===== src/rtl/stopwatch_fnd_pkg.sv =====
// rtl/stopwatch_fnd_pkg.sv - shared constants and types for the stopwatch FND scanner
// Segment patterns are active-low: [7]=dp, [6:0]=gfedcba.
package stopwatch_fnd_pkg;

   localparam logic [7:0] SEG_BLANK   = 8'hFF;
   localparam logic [7:0] SEG_DASH    = 8'hBF;
   localparam logic [7:0] SEG_DP_ON   = 8'h7F;
   localparam logic [3:0] COM_ALL_OFF = 4'b1111;

   localparam logic [6:0] MSEC_MAX = 7'd99;
   localparam logic [5:0] SEC_MAX  = 6'd59;
   localparam logic [5:0] MIN_MAX  = 6'd59;
   localparam logic [4:0] HOUR_MAX = 5'd23;

   localparam logic [6:0] DP_MSEC_LIMIT = 7'd50;

   typedef logic [1:0] digit_idx_t;

   typedef struct packed {
      logic       sel_mode;
      logic [6:0] msec;
      logic [5:0] sec;
      logic [5:0] min;
      logic [4:0] hour;
   } snap_t;

   // Active-low one-hot digit enable for the given index.
   function automatic logic [3:0] com_sel(input digit_idx_t idx);
      return ~(4'b0001 << idx);
   endfunction

endpackage


===== src/rtl/fnd_seg_decoder.sv =====
// rtl/fnd_seg_decoder.sv - BCD to active-low gfedcba segment decoder
// Codes 10..15 produce a blank pattern.
module fnd_seg_decoder (
   input  logic [3:0] i_bcd,
   output logic [6:0] o_seg
);

   always_comb begin
      o_seg = 7'h7F;
      case (i_bcd)
         4'd0:    o_seg = 7'h40;
         4'd1:    o_seg = 7'h79;
         4'd2:    o_seg = 7'h24;
         4'd3:    o_seg = 7'h30;
         4'd4:    o_seg = 7'h19;
         4'd5:    o_seg = 7'h12;
         4'd6:    o_seg = 7'h02;
         4'd7:    o_seg = 7'h78;
         4'd8:    o_seg = 7'h00;
         4'd9:    o_seg = 7'h10;
         default: o_seg = 7'h7F;
      endcase
   end

endmodule


===== src/rtl/stopwatch_fnd_ctrl.sv =====
// rtl/stopwatch_fnd_ctrl.sv - 4-digit FND scanner for the stopwatch time fields
// Optional FND_LEADING_ZERO_BLANK_EN blanks a zero in the leftmost digit.
module stopwatch_fnd_ctrl
   import stopwatch_fnd_pkg::*;
#(
   parameter int CLK_FREQ = 100_000_000,
   parameter int SCAN_HZ  = 1_000
) (
   input  logic       clk,
   input  logic       rst,
   input  logic       i_sel_mode,
   input  logic [6:0] msec,
   input  logic [5:0] sec,
   input  logic [5:0] min,
   input  logic [4:0] hour,
   output logic [3:0] o_fnd_com,
   output logic [7:0] o_fnd_data
);

   localparam int SCAN_DIV = CLK_FREQ / SCAN_HZ;
   localparam int CNT_W    = $clog2(SCAN_DIV);
   localparam logic [CNT_W-1:0] CNT_LAST = CNT_W'(SCAN_DIV - 1);

   logic [CNT_W-1:0] cnt_q, cnt_d;
   digit_idx_t       idx_q, idx_d;
   snap_t            snap_q, snap_d;
   logic [3:0]       com_q, com_d;
   logic [7:0]       data_q, data_d;

   logic       scan_tick;
   logic [6:0] hi_val, lo_val;
   logic [6:0] hi_tens, hi_ones, lo_tens, lo_ones;
   logic       hi_bad, lo_bad;
   logic [3:0] digit_val;
   logic       digit_bad;
   logic [6:0] digit_seg;
   logic [7:0] digit_data;

   fnd_seg_decoder u_seg_decoder (
      .i_bcd (digit_val),
      .o_seg (digit_seg)
   );

   always_comb begin
      scan_tick = (cnt_q == CNT_LAST);
      cnt_d     = scan_tick ? '0 : cnt_q + 1'b1;
      idx_d     = idx_q;
      snap_d    = snap_q;
      if (scan_tick) begin
         idx_d = idx_q + 2'd1;
         if (idx_d == 2'd0) begin
            snap_d.sel_mode = i_sel_mode;
            snap_d.msec     = msec;
            snap_d.sec      = sec;
            snap_d.min      = min;
            snap_d.hour     = hour;
         end
      end
   end

   // The digit shown after a tick is derived from the post-tick index and snapshot.
   always_comb begin
      hi_val  = snap_d.sel_mode ? {2'b00, snap_d.hour} : {1'b0, snap_d.sec};
      lo_val  = snap_d.sel_mode ? {1'b0, snap_d.min}   : snap_d.msec;
      hi_bad  = snap_d.sel_mode ? (snap_d.hour > HOUR_MAX) : (snap_d.sec > SEC_MAX);
      lo_bad  = snap_d.sel_mode ? (snap_d.min > MIN_MAX)   : (snap_d.msec > MSEC_MAX);
      hi_tens = hi_val / 7'd10;
      hi_ones = hi_val % 7'd10;
      lo_tens = lo_val / 7'd10;
      lo_ones = lo_val % 7'd10;

      digit_val = lo_ones[3:0];
      digit_bad = lo_bad;
      case (idx_d)
         2'd0: begin digit_val = lo_ones[3:0]; digit_bad = lo_bad; end
         2'd1: begin digit_val = lo_tens[3:0]; digit_bad = lo_bad; end
         2'd2: begin digit_val = hi_ones[3:0]; digit_bad = hi_bad; end
         default: begin digit_val = hi_tens[3:0]; digit_bad = hi_bad; end
      endcase

      digit_data = {1'b1, digit_seg};
      if (idx_d == 2'd2 && snap_d.msec < DP_MSEC_LIMIT) begin
         digit_data = digit_data & SEG_DP_ON;
      end
      if (digit_bad) begin
         digit_data = SEG_DASH;
      end
`ifdef FND_LEADING_ZERO_BLANK_EN
      else if (idx_d == 2'd3 && digit_val == 4'd0) begin
         digit_data = SEG_BLANK;
      end
`else
      else begin
         digit_data = digit_data;
      end
`endif

      com_d  = com_q;
      data_d = data_q;
      if (scan_tick) begin
         com_d  = com_sel(idx_d);
         data_d = digit_data;
      end
   end

   always_ff @(posedge clk) begin
      if (rst) begin
         cnt_q  <= '0;
         idx_q  <= 2'd3;
         snap_q <= '0;
         com_q  <= COM_ALL_OFF;
         data_q <= SEG_BLANK;
      end else begin
         cnt_q  <= cnt_d;
         idx_q  <= idx_d;
         snap_q <= snap_d;
         com_q  <= com_d;
         data_q <= data_d;
      end
   end

   assign o_fnd_com  = com_q;
   assign o_fnd_data = data_q;

endmodule


===== config.mk =====
export PLATFORM = sky130hd
export DESIGN_NAME = stopwatch_fnd_ctrl
export DESIGN_NICKNAME = d
export VERILOG_FILES = /design/src/rtl/stopwatch_fnd_pkg.sv /design/src/rtl/fnd_seg_decoder.sv /design/src/rtl/stopwatch_fnd_ctrl.sv
export SDC_FILE = /design/constraint.sdc
export NUM_CORES = 1
export LEC_CHECK = 0
export ABC_CLOCK_PERIOD_IN_PS = 10400
export BUFFER_PORTS_ARGS = -buffer_cell sky130_fd_sc_hd__buf_4
export CELL_PAD_IN_SITES_DETAIL_PLACEMENT = 1
export CELL_PAD_IN_SITES_GLOBAL_PLACEMENT = 2
export CORE_ASPECT_RATIO = 1.25
export CORE_MARGIN = 3
export CORE_UTILIZATION = 38
export DETAILED_ROUTE_END_ITERATION = 6
export GPL_TIMING_DRIVEN = 1
export PLACE_DENSITY_LB_ADDON = 0.1
export SLEW_MARGIN = 0
export SYNTH_ARGS = -nofsm -noshare
export SYNTH_HDL_FRONTEND = slang
export SYNTH_SLANG_ARGS = --single-unit

===== constraint.sdc =====
create_clock -name clk -period 10.4 [get_ports clk]
set_input_delay 1.04 -clock clk [delete_from_list [all_inputs] [get_ports clk]]
set_output_delay 1.04 -clock clk [all_outputs]
set_load 0.01 [all_outputs]

==> reports/metrics.csv, run 1 <==
stage,metric,value,unit
outcome,status,finished clean,
cts,cts_buffers,5,
logic_synthesis,synth_nets,639,
routing,dr.pass1.iters,5,
cells_and_area,area_growth,11.8,%
cells_and_area,layout.nets,657,
cts,cts_tree,yes,
global_route,grt_antenna_before_repair,0,
logic_synthesis,yosys_warnings,0,
critical_path,reg2reg_slack,3.93,ns
cts,cts_root_buf,clkbuf_16,
logic_synthesis,synth_edf_count,0,
logic_synthesis,synth_area_leaders,"dfxtp_1, mux2i_1, nand2_1",
sta,finalCritPeriodShare,62.2,%
cts,hold_buffers,0,
logic_synthesis,ys_ff_latch,56,
critical_path,reg2reg_depth,18,
min_path,hold_path_startpoint,cnt_q[0]$_SDFF_PP0_,
sta,fmax,0.154,GHz
routing,vias_per_cell,6.04,
global_route,grt_pass1_vias,4887,
power_and_ir_drop,p_int,0.321,mW
logic_synthesis,synth_cells,600,
cells_and_area,final_cell_area,0.00508,mm2
cts,cts_resized,0,
logic_synthesis,yosys.cell_types.count,76,
cts,clk_pin_slew,0.08,ns
global_route,grt_max_degree,37,
place,postPlaceCellArea,0.00493,mm2
floorplan,rows,44,
critical_path,required,10.60,ns
logic_synthesis,synth_top_area_share,24.7,%
cells_and_area,insertedDiodeCount,0,
critical_path,crit_path_start_kind,flop,
critical_path,critPathCaptureType,flop,
logic_synthesis,synth_ff_type,dfxtp_1,
sta,layout_min_cycle_time,6.47,ns
critical_path,regToRegStartpoint,idx_q[0]$_SDFF_PP1_,
floorplan,io_pins,39,
global_route,grtUsageTotal,23.9,%
logic_synthesis,yosysTopAreaCell,dfxtp_1,
floorplan,die_x,104,um
sta,tightestPinTransition,1.03,ns
sta,hold_violations,0,
global_route,grt_pass1_wl,26.0,mm
global_route,grtUsageMet1,29.5,%
logic_synthesis,synthArstFlopShare,0,%
sta,setup_violations,0,
power_and_ir_drop,fin_total_pwr,0.431,mW
logic_synthesis,ys_top_cells_by_count,"nand2_1, nor2_1, dfxtp_1",
routing,dr.first_iter.drc_count,236,
power_and_ir_drop,seqPwrFrac,50.1,%
floorplan,dieArea,0.0133,mm2
min_path,hp-class,flop to flop,
cts,post_cts_buffers,0,
cts,htreeDepth,2,
power_and_ir_drop,pwr-share-clk,43.2,%
global_route,busiest_layer,met2,
critical_path,path_max_fanout,20,
power_and_ir_drop,leakagePower,1.84,nW
power_and_ir_drop,switching_power,0.110,mW
sta,setup_tns,0,ns
global_route,grt.met3_usage,3.88,%
global_route,grt_util_met2,40.7,%
routing,wl_per_cell,20.3,um
critical_path,critical_path_arrival,6.67,ns
logic_synthesis,synthesis.area,0.00455,mm2
logic_synthesis,synth.most_common_cell,nand2_1,
critical_path,critPathLaunch,idx_q[0]$_SDFF_PP1_,
power_and_ir_drop,ir_worst_vdd,0.0000791,V
sta,finalClockSkew,0.00553,ns
cells_and_area,fill_cells,1491,
routing,vias,4713,
critical_path,crit_end,o_fnd_data[4]$_SDFFE_PP1N_,
logic_synthesis,syn_avg_cell_area,7.58,um2
power_and_ir_drop,p_per_area,84.8,mW/mm2
cts,cts.sinks,56,
power_and_ir_drop,swShare,25.6,%
job,drv_cap,0,
floorplan,core-area,0.0117,mm2
critical_path,crit_type,flop to flop,
cts,clk_path_buf_depth,2,
power_and_ir_drop,p_comb_share,6.6,%
place,gp_congestion,0.864,
floorplan,dieHeight,128,um
sta,rsz0062_at_grt,no,
place,port_buffers,38,
cts,clk_latency,0.31,ns
sta,max_slew_margin,31.5,%
place,dp_hpwl,12.1,mm
routing,route.detailed.drc,0,
cells_and_area,drive_gt1_share,12.4,%
global_route,grt-ovfl-total,0,
floorplan,start_util,39.0,%
routing,drt_wl_total,15.8,mm
sta,drv_slew,0,
logic_synthesis,seq_area_frac_synth,24.7,%
critical_path,r2r-end,o_fnd_data[4]$_SDFFE_PP1N_,
routing,ant_nets,0,
-- cells by family (layout without fill, tap and decap cells) --
group,after synthesis,count (layout),share of synthesized area (%)
multiplexers,46,46,11.0
AO/OA/AOI/OAI,162,162,24.3
XOR/XNOR,14,14,2.70
flip-flops,56,56,24.7
buffers and inverters,53,72,4.84
adder cells (fa/ha/maj),12,12,3.30
AND/OR/NAND/NOR,257,257,29.2
-- area by class of cell --
| class | count | area, um2 | share of cell area [%] |
|---|---|---|---|
| multi-input combinational | 491 | 3210 | 63.1 |
| timing repair buffer | 42 | 315 | 6.20 |
| inverter | 22 | 82.6 | 1.62 |
| sequential | 56 | 1120 | 22.1 |
| clock inverter | 3 | 28.8 | 0.566 |
| tap | 161 | 201 | 3.96 |
| clock buffer | 5 | 125 | 2.46 |
-- worst max-delay path, cell delays in order, from the launching register on --
cell	delay [ns]
dfxtp_1	0.65
ha_1	0.72
inv_1	0.36
nor2_2	0.55
a21o_1	0.47
mux2i_1	0.48
inv_1	0.12
ha_1	0.28
o21ai_0	0.11
nand4b_1	0.32
a21oi_1	0.30
nor2_1	0.08
ha_1	0.20
o21a_1	0.11
a211oi_1	0.26
a221oi_1	0.12
o22ai_1	0.82
a41oi_1	0.26
o31a_1	0.16
-- per-layer routing --
layer	vias up	routed length, um	part of all wire (%)
li1	2249	-	-
met3	40	674	4.3
met5	-	0	0
met2	125	7320	46
met4	0	809	5.1
met1	2299	7030	44
-- how the worst min path moves through the flow --
stage | end | slack (ns) | cells after the start
floorplan | cnt_q[0]$_SDFF_PP0_ | 0.43 | 1
global route | snap_q[16]$_SDFF_PP0_ | 0.50 | 2
detailed placement | cnt_q[0]$_SDFF_PP0_ | 0.46 | 1
global placement | cnt_q[0]$_SDFF_PP0_ | 0.44 | 1
finish | cnt_q[0]$_SDFF_PP0_ | 0.47 | 1
CTS | cnt_q[0]$_SDFF_PP0_ | 0.48 | 1
-- through the flow --
stage / std cells / setup slack (ns) / hold slack (ns) / util, %
4_1_cts: 780 / 3.92 / 0.478 / 43.5
3_3_place_gp: 772 / 4.39 / 0.438 / 42.2
6_report: 780 / 3.93 / 0.470 / 43.5
3_5_place_dp: 772 / 3.98 / 0.457 / 42.2
2_1_floorplan: 600 / 5.45 / 0.426 / -
5_1_grt: 780 / 3.15 / 0.502 / 43.5
-- flip-flops by register name, indices dropped and copies added, names as in the netlist --
name / cells
snap_q: 25
cnt_q: 17
o_fnd_data: 8
o_fnd_com: 4
idx_q: 2
-- power by group through the flow --
stage | logic, mW | clock network (mW) | registers, mW
after floorplan | 0.0123 | 0 | 0.221
after global placement | 0.0278 | 0 | 0.221
after detailed placement | 0.0283 | 0 | 0.221
after CTS | 0.0285 | 0.192 | 0.216
after global routing | 0.0311 | 0.202 | 0.216
final | 0.0285 | 0.186 | 0.216
-- cells in the final DEF (no fill, tap or decap), types with 4 or more instances in the layout --
cell type / count
a21o_1: 6
nor3b_1: 4
and3_1: 12
o21ai_0: 21
nand2b_1: 14
a211oi_1: 16
o21bai_1: 5
o211ai_1: 7
a21oi_1: 47
or3_1: 7
clkbuf_16: 5
mux2i_1: 37
ha_1: 12
o31ai_1: 4
xnor2_1: 4
nor2b_1: 8
dfxtp_1: 56
xor2_1: 10
mux2_2: 5
nand3b_1: 5
nand4_1: 12
nand3_1: 21
o31a_1: 4
buf_4: 42
a221oi_1: 4
inv_1: 22
a31oi_1: 8
nand2_1: 66
nor2_1: 61
nor3_1: 18
and4_1: 5
Power figures use the tool's default switching activity.
==> run 2, diff against run 1 <==
--- a/config.mk
+++ b/config.mk
@@ -5,13 +5,13 @@
 export SDC_FILE = /design/constraint.sdc
 export NUM_CORES = 1
 export LEC_CHECK = 0
-export ABC_CLOCK_PERIOD_IN_PS = 10400
+export ABC_CLOCK_PERIOD_IN_PS = 5700
 export BUFFER_PORTS_ARGS = -buffer_cell sky130_fd_sc_hd__buf_4
 export CELL_PAD_IN_SITES_DETAIL_PLACEMENT = 1
 export CELL_PAD_IN_SITES_GLOBAL_PLACEMENT = 2
 export CORE_ASPECT_RATIO = 1.25
 export CORE_MARGIN = 3
-export CORE_UTILIZATION = 38
+export CORE_UTILIZATION = 32
 export DETAILED_ROUTE_END_ITERATION = 6
 export GPL_TIMING_DRIVEN = 1
 export PLACE_DENSITY_LB_ADDON = 0.1
==> constraint.sdc (replaced) <==
create_clock -name clk -period 5.7 [get_ports clk]
set_input_delay 0.57 -clock clk [delete_from_list [all_inputs] [get_ports clk]]
set_output_delay 0.57 -clock clk [all_outputs]
set_load 0.01 [all_outputs]
==> run 2 against run 1 <==
  * Maximum frequency grew 24%
  * Clock skew grew 0.0026 ns
  * Critical path type unchanged
  * Via count grew 0.57%
  * Critical path depth grew 4
  * Largest power group unchanged
  * Sequential power grew 82%
  * Cell area grew 3.2%
  * Critical endpoint is now o_fnd_data[1]$_SDFFE_PP1N_
  * Count of clock-buffer cells in the layout is the same
  * First-iteration DRC count shrank 26%
  * Highest routed layer unchanged
  * Total power grew 81%
==> reports/metrics.csv, run 2 (synthesized netlist as in run 1, its figures left out) <==
stage,metric,value,unit,change
cells_and_area,layout_common_cells,"nand2_1, nor2_1, buf_4",,"was nand2_1, nor2_1, dfxtp_1"
cells_and_area,insertedDiodeCount,0,,unchanged
sta,finalClockSkew,0.00818,ns,was 0.00553 ns
global_route,grt_pass1_vias,4961,,was 4887
power_and_ir_drop,p_per_area,149,mW/mm2,was 84.8 mW/mm2
power_and_ir_drop,p_comb_share,6.7,%,was 6.6%
sta,fmax,0.192,GHz,was 0.154 GHz
floorplan,core-area,0.0139,mm2,was 0.0117 mm2
global_route,busiest_layer,met2,,unchanged
routing,vias,4740,,was 4713
global_route,grtUsageMet1,27.6,%,was 29.5%
cts,clk_path_buf_depth,2,,unchanged
global_route,grt_util_met2,36.3,%,was 40.7%
critical_path,cp_slowest_cell,and4_1,,was o22ai_1
place,dp_hpwl,13.3,mm,was 12.1 mm
critical_path,critPathCaptureType,flop,,unchanged
sta,tightestPinTransition,0.980,ns,was 1.03 ns
cells_and_area,largest_reg_flops,25,,unchanged
critical_path,crit_path_start_kind,flop,,unchanged
cells_and_area,final_cell_area,0.00525,mm2,was 0.00508 mm2
routing,drt_wl_total,17.0,mm,was 15.8 mm
sta,layout_min_cycle_time,5.22,ns,was 6.47 ns
cells_and_area,fin_util,37.8,%,was 43.5%
global_route,grt_antenna_before_repair,0,,unchanged
place,port_buffers,38,,unchanged
critical_path,cp_cell_sequence,"ha_1, and4_1, and4_1, a21oi_1, a21o_1, mux2i_1, inv_1, ha_1, o21ai_0, nand4b_1, and3_1, nor2_1, ha_1, inv_1, a31o_2, a211o_1, nand2_1, inv_1, ha_1, inv_1, a211oi_1, a211oi_1",,"was ha_1, inv_1, nor2_2, a21o_1, mux2i_1, inv_1, ha_1, o21ai_0, nand4b_1, a21oi_1, nor2_1, ha_1, o21a_1, a211oi_1, a221oi_1, o22ai_1, a41oi_1, o31a_1"
power_and_ir_drop,swShare,25.7,%,was 25.6%
critical_path,path_max_fanout,9,,was 20
floorplan,rows,48,,was 44
power_and_ir_drop,pwr-share-clk,42.8,%,was 43.2%
power_and_ir_drop,switching_power,0.200,mW,was 0.110 mW
power_and_ir_drop,seqPwrFrac,50.5,%,was 50.1%
global_route,grt_max_degree,37,,unchanged
place,gp_congestion,0.858,,was 0.864
cells_and_area,area_growth,15.4,%,was 11.8%
routing,wl_per_cell,20.9,um,was 20.3 um
power_and_ir_drop,ir_worst_vdd,0.000106,V,was 0.0000791 V
global_route,grt.met3_usage,3.83,%,was 3.88%
cts,cts.sinks,56,,unchanged
power_and_ir_drop,leakagePower,1.93,nW,was 1.84 nW
floorplan,start_util,32.8,%,was 39.0%
critical_path,critical_path_arrival,5.41,ns,was 6.67 ns
routing,ant_nets,0,,unchanged
cts,hold_buffers,0,,unchanged
cells_and_area,largest-register,snap_q,,unchanged
floorplan,dieArea,0.0157,mm2,was 0.0133 mm2
cts,clk_pin_slew,0.08,ns,about the same
global_route,grtUsageTotal,21.7,%,was 23.9%
cts,cts_buffers,5,,unchanged
outcome,status,finished clean,,unchanged
critical_path,cpPeakStageDelay,0.51,ns,was 0.82 ns
place,postPlaceCellArea,0.00508,mm2,was 0.00493 mm2
critical_path,reg2reg_depth,22,,was 18
sta,setup_violations,0,,unchanged
cells_and_area,final_common_cell,nand2_1,,unchanged
sta,setup_tns,0,ns,unchanged
job,drv_cap,0,,unchanged
routing,dr.first_iter.drc_count,174,,was 236
global_route,grt_pass1_wl,27.2,mm,was 26.0 mm
cells_and_area,drive_gt1_share,15.4,%,was 12.4%
critical_path,crit_type,flop to flop,,unchanged
floorplan,dieHeight,139,um,was 128 um
routing,dr.pass1.iters,4,,was 5
global_route,grt-ovfl-total,0,,unchanged
cts,htreeDepth,2,,unchanged
sta,hold_violations,0,,unchanged
sta,drv_slew,0,,unchanged
floorplan,die_x,113,um,was 104 um
cts,cts_tree,yes,,unchanged
cts,cts_root_buf,clkbuf_16,,unchanged
routing,vias_per_cell,5.83,,was 6.04
critical_path,required,5.89,ns,was 10.60 ns
sta,max_slew_margin,34.6,%,was 31.5%
routing,route.detailed.drc,0,,unchanged
sta,rsz0062_at_grt,no,,unchanged
floorplan,io_pins,39,,unchanged
min_path,hp-class,flop to flop,,unchanged
cells_and_area,layout.nets,676,,was 657
cts,clk_latency,0.32,ns,was 0.31 ns
sta,finalCritPeriodShare,91.6,%,was 62.2%
min_path,min_delay_path_depth,1,,unchanged
power_and_ir_drop,p_int,0.580,mW,was 0.321 mW
## run 2: changes by cell type in the layout (fill, tap and decap cells not counted), sizes merged
| cell | change |
|---|---|
| inv | -2 |
| clkinv | +2 |
| buf | +19 |
## run 2: cell type report
cell class	instances	area, um2
fillers	1731	8630
multi-input cells	491	3220
flip-flops and latches	56	1120
repair buffers	61	458
well taps	175	219
clock buffers	5	125
inverters	22	82.6
clock inverters	3	22.5
## run 2: what timing repair did
item | 4_1_cts | 5_1_grt
buffers inserted | 0 | 2
resized for setup | 0 | 2
setup endpoints to repair | 0 | 6
## run 2: worst max-delay path: cells and delay by family, from the launching register on
kind	cells	cell delay, ns
simple gates	6	1.67
compound gates	7	1.29
fa+ha+maj	4	0.97
mux	1	0.42
flops	1	0.38
buf+inv	4	0.34
## run 2: final timing paths
check                                         start                    endpoint  slack (ns)
worst max-delay path            cnt_q[0]$_SDFF_PP0_  o_fnd_data[1]$_SDFFE_PP1N_        0.48
worst min-delay path            cnt_q[0]$_SDFF_PP0_         cnt_q[0]$_SDFF_PP0_        0.47
worst max register to register  cnt_q[0]$_SDFF_PP0_  o_fnd_data[1]$_SDFFE_PP1N_        0.48
worst min register to register  cnt_q[0]$_SDFF_PP0_         cnt_q[0]$_SDFF_PP0_        0.47
## run 2: through the flow
step | power [mW] | cells | hold WS, ns | worst slack, ns
2_1_floorplan | 0.426 | 600 | 0.426 | 0.960
3_3_place_gp | 0.455 | 803 | 0.439 | 0.588
3_5_place_dp | 0.456 | 803 | 0.452 | 0.315
4_1_cts | 0.796 | 811 | 0.471 | 0.299
5_1_grt | 0.815 | 813 | 0.510 | 0.00441
6_report | 0.781 | 813 | 0.467 | 0.481
## run 2: power groups by stage
stage | Sequential, mW | Combinational (mW) | Clock [mW]
after floorplan | 0.403 | 0.0224 | 0
after global placement | 0.403 | 0.0521 | 0
after detailed placement | 0.404 | 0.0525 | 0
after CTS | 0.394 | 0.0527 | 0.349
after global routing | 0.395 | 0.0568 | 0.363
final | 0.394 | 0.0522 | 0.334
## run 2: metal layers
layer,part of all wire (%),up-vias,routed length (um)
met5,0,-,0
met3,4.2,28,722
li1,-,2294,-
met1,44,2325,7530
met2,49,93,8260
met4,3.0,0,509
==> run 3, diff against run 2 <==
--- a/config.mk
+++ b/config.mk
@@ -6,13 +6,13 @@
 export NUM_CORES = 1
 export LEC_CHECK = 0
 export ABC_CLOCK_PERIOD_IN_PS = 5700
-export BUFFER_PORTS_ARGS = -buffer_cell sky130_fd_sc_hd__buf_4
 export CELL_PAD_IN_SITES_DETAIL_PLACEMENT = 1
 export CELL_PAD_IN_SITES_GLOBAL_PLACEMENT = 2
 export CORE_ASPECT_RATIO = 1.25
 export CORE_MARGIN = 3
-export CORE_UTILIZATION = 32
+export CORE_UTILIZATION = 34
 export DETAILED_ROUTE_END_ITERATION = 6
+export DONT_BUFFER_PORTS = 1
 export GPL_TIMING_DRIVEN = 1
 export PLACE_DENSITY_LB_ADDON = 0.1
 export SLEW_MARGIN = 0
==> run 3 against run 2 <==
  * Total power fell by 3.2%
  * Final cell count fell by 5.9%
  * Hold slack got worse by 0.14 ns
  * Die area fell by 5.6%
  * Clock skew rose by 0.0041 ns
  * Clock power rose by 1%
  * Sequential cell count did not move
  * Register-to-register slack got worse by 0.07 ns
  * Combinational power fell by 57%
  * Critical endpoint is now o_fnd_data[3]$_SDFFE_PP1N_
  * Largest cell class unchanged
  * Largest power group unchanged
  * Highest routed layer unchanged
==> reports/metrics.csv, run 3 (synthesized netlist as in run 1, its figures left out) <==
stage,metric,value,unit,change
outcome,status,finished clean,,unchanged
cells_and_area,insertedDiodeCount,0,,unchanged
critical_path,crit_type,flop to flop,,unchanged
cts,cts_root_buf,clkbuf_16,,unchanged
sta,finalCritPeriodShare,92.8,%,was 91.6%
critical_path,reg2reg_slack,0.41,ns,was 0.48 ns
cts,htreeDepth,2,,unchanged
cells_and_area,drive_gt1_share,9.88,%,was 15.4%
cts,hold_buffers,0,,unchanged
cells_and_area,area_growth,8.83,%,was 15.4%
global_route,grtUsageTotal,22.3,%,was 21.7%
critical_path,crit_path_start_kind,flop,,unchanged
place,dp_slack,0.254,ns,was 0.315 ns
critical_path,required,5.89,ns,about the same
routing,drt_wl_total,16.4,mm,was 17.0 mm
sta,tightestPinTransition,0.987,ns,was 0.980 ns
power_and_ir_drop,ir_worst_vdd,0.000122,V,was 0.000106 V
routing,route.detailed.drc,0,,unchanged
critical_path,regToRegStartpoint,cnt_q[0]$_SDFF_PP0_,,unchanged
cells_and_area,largest_reg_flops,25,,unchanged
global_route,grt_antenna_before_repair,0,,unchanged
critical_path,r2r-end,o_fnd_data[3]$_SDFFE_PP1N_,,was o_fnd_data[1]$_SDFFE_PP1N_
global_route,grt_pass1_vias,4731,,was 4961
cts,clk_path_buf_depth,2,,unchanged
sta,drv_slew,0,,unchanged
sta,fin_ws,0.409,ns,was 0.481 ns
min_path,min_delay_path_depth,1,,unchanged
global_route,grt_pass1_wl,25.9,mm,was 27.2 mm
sta,setup_tns,0,ns,unchanged
critical_path,critPathCaptureType,flop,,unchanged
cells_and_area,multi_input_area,0.00323,mm2,was 0.00322 mm2
cells_and_area,largest-register,snap_q,,unchanged
global_route,grtUsageMet1,28.8,%,was 27.6%
floorplan,rows,46,,was 48
sta,layout_min_cycle_time,5.29,ns,was 5.22 ns
global_route,grt.met3_usage,3.53,%,was 3.83%
min_path,hold_path_startpoint,rst,,was cnt_q[0]$_SDFF_PP0_
cells_and_area,seq_area,0.00112,mm2,unchanged
power_and_ir_drop,fin_total_pwr,0.756,mW,was 0.781 mW
cts,clk_latency,0.31,ns,was 0.32 ns
job,drv_cap,0,,unchanged
cells_and_area,fill_cells,1590,,was 1731
cells_and_area,fin_util,38.4,%,was 37.8%
critical_path,reg2reg_depth,20,,was 22
floorplan,io_pins,39,,unchanged
min_path,hp-class,primary input to flop,,was flop to flop
routing,dr.first_iter.drc_count,239,,was 174
floorplan,dieHeight,135,um,was 139 um
place,dp_hpwl,12.8,mm,was 13.3 mm
critical_path,cp_cell_sequence,"ha_1, and4_1, and4_2, mux2i_4, mux2_4, a32o_2, o211ai_1, o21ai_0, nor3_1, ha_1, inv_1, o41ai_1, a211oi_1, a31oi_2, nand2_1, inv_1, ha_1, inv_1, a41oi_1, a21boi_0",,"was ha_1, and4_1, and4_1, a21oi_1, a21o_1, mux2i_1, inv_1, ha_1, o21ai_0, nand4b_1, and3_1, nor2_1, ha_1, inv_1, a31o_2, a211o_1, nand2_1, inv_1, ha_1, inv_1, a211oi_1, a211oi_1"
routing,vias,4546,,was 4740
cts,cts_buffers,5,,unchanged
cells_and_area,layout.nets,635,,was 676
cts,cts_tree,yes,,unchanged
place,postPlaceCellArea,0.00475,mm2,was 0.00508 mm2
place,gp_congestion,0.885,,was 0.858
cts,clk_pin_slew,0.08,ns,about the same
routing,wl_per_cell,21.5,um,was 20.9 um
min_path,worstHoldEndpoint,cnt_q[4]$_SDFF_PP0_,,was cnt_q[0]$_SDFF_PP0_
sta,fmax,0.189,GHz,was 0.192 GHz
sta,max_slew_margin,34.2,%,was 34.6%
critical_path,critical_path_arrival,5.48,ns,was 5.41 ns
cells_and_area,final_cells,765,,was 813
critical_path,path_max_fanout,9,,unchanged
critical_path,cpPeakStageDelay,0.47,ns,was 0.51 ns
critical_path,cp_slowest_cell,mux2i_4,,was and4_1
cells_and_area,final_cell_area,0.00495,mm2,was 0.00525 mm2
global_route,busiest_layer,met2,,unchanged
place,port_buffers,0,,was 38
floorplan,start_util,35.3,%,was 32.8%
global_route,grt_max_degree,37,,unchanged
place,placedCellCount,754,,was 803
power_and_ir_drop,leakagePower,1.74,nW,was 1.93 nW
global_route,grt-ovfl-total,0,,unchanged
routing,dr.pass1.iters,4,,unchanged
floorplan,die_x,109,um,was 113 um
global_route,grt_util_met2,37.9,%,was 36.3%
sta,finalClockSkew,0.0123,ns,was 0.00818 ns
sta,setup_violations,0,,unchanged
power_and_ir_drop,p_per_area,153,mW/mm2,was 149 mW/mm2
sta,hold_ws,0.328,ns,was 0.467 ns
sta,rsz0062_at_grt,no,,unchanged
routing,ant_nets,0,,unchanged
cells_and_area,final_common_cell,nand2_1,,unchanged
floorplan,core-area,0.0129,mm2,was 0.0139 mm2
cts,cts.sinks,56,,unchanged
floorplan,dieArea,0.0148,mm2,was 0.0157 mm2
cells_and_area,layout_common_cells,"nand2_1, nor2_1, dfxtp_1",,"was nand2_1, nor2_1, buf_4"
sta,hold_violations,0,,unchanged
routing,vias_per_cell,5.94,,was 5.83
## run 3: cell count changes in the layout (fill, tap and decap cells not counted), sizes merged
cell    delta
buf       -41
clkinv     -2
inv        +2
## run 3: where the power goes
| part | internal (mW) | total (mW) | switching (mW) |
|---|---|---|---|
| combinational | 0.0107 | 0.0226 | 0.0119 |
| sequential | 0.393 | 0.394 | 0.00181 |
| clock | 0.170 | 0.339 | 0.169 |
| total | 0.573 | 0.756 | 0.182 |
## run 3: final cells by class
type | instances | area share, %
Tap cell | 168 | 4.25
Timing Repair Buffer | 20 | 3.03
Inverter | 22 | 1.67
Clock buffer | 5 | 2.53
Multi-Input combinational cell | 491 | 65.3
Sequential cell | 56 | 22.7
Clock inverter | 3 | 0.582
## run 3: metal layers
layer  routed length [um]  part of all wire, %
met5                    0                    0
met4                  410                  2.5
met3                  738                  4.5
met2                 7960                   49
met1                 7310                   44
## run 3: repair_timing
action | in CTS | in global routing
setup buffers | 0 | 3
setup endpoints to repair | 0 | 7
gates resized for setup | 0 | 4
## run 3: how the worst max path moves through the flow
stage | end | slack [ns] | from
final | o_fnd_data[3]$_SDFFE_PP1N_ | 0.41 | cnt_q[0]$_SDFF_PP0_
after global placement | o_fnd_data[3]$_SDFFE_PP1N_ | 0.49 | cnt_q[0]$_SDFF_PP0_
after floorplan | o_fnd_data[3]$_SDFFE_PP1N_ | 0.96 | cnt_q[0]$_SDFF_PP0_
after detailed placement | o_fnd_data[3]$_SDFFE_PP1N_ | 0.25 | cnt_q[0]$_SDFF_PP0_
after CTS | o_fnd_data[3]$_SDFFE_PP1N_ | 0.22 | cnt_q[0]$_SDFF_PP0_
after global routing | o_fnd_data[1]$_SDFFE_PP1N_ | 0.02 | cnt_q[0]$_SDFF_PP0_
## run 3: critical path: cells and delay by family (launching register included)
family | cells | cell delay [ns]
AO/OA/AOI/OAI | 8 | 1.84
buffers and inverters | 3 | 0.25
adder cells (fa/ha/maj) | 3 | 0.70
AND/OR/NAND/NOR | 4 | 1.19
multiplexers | 2 | 0.81
flip-flops | 1 | 0.37
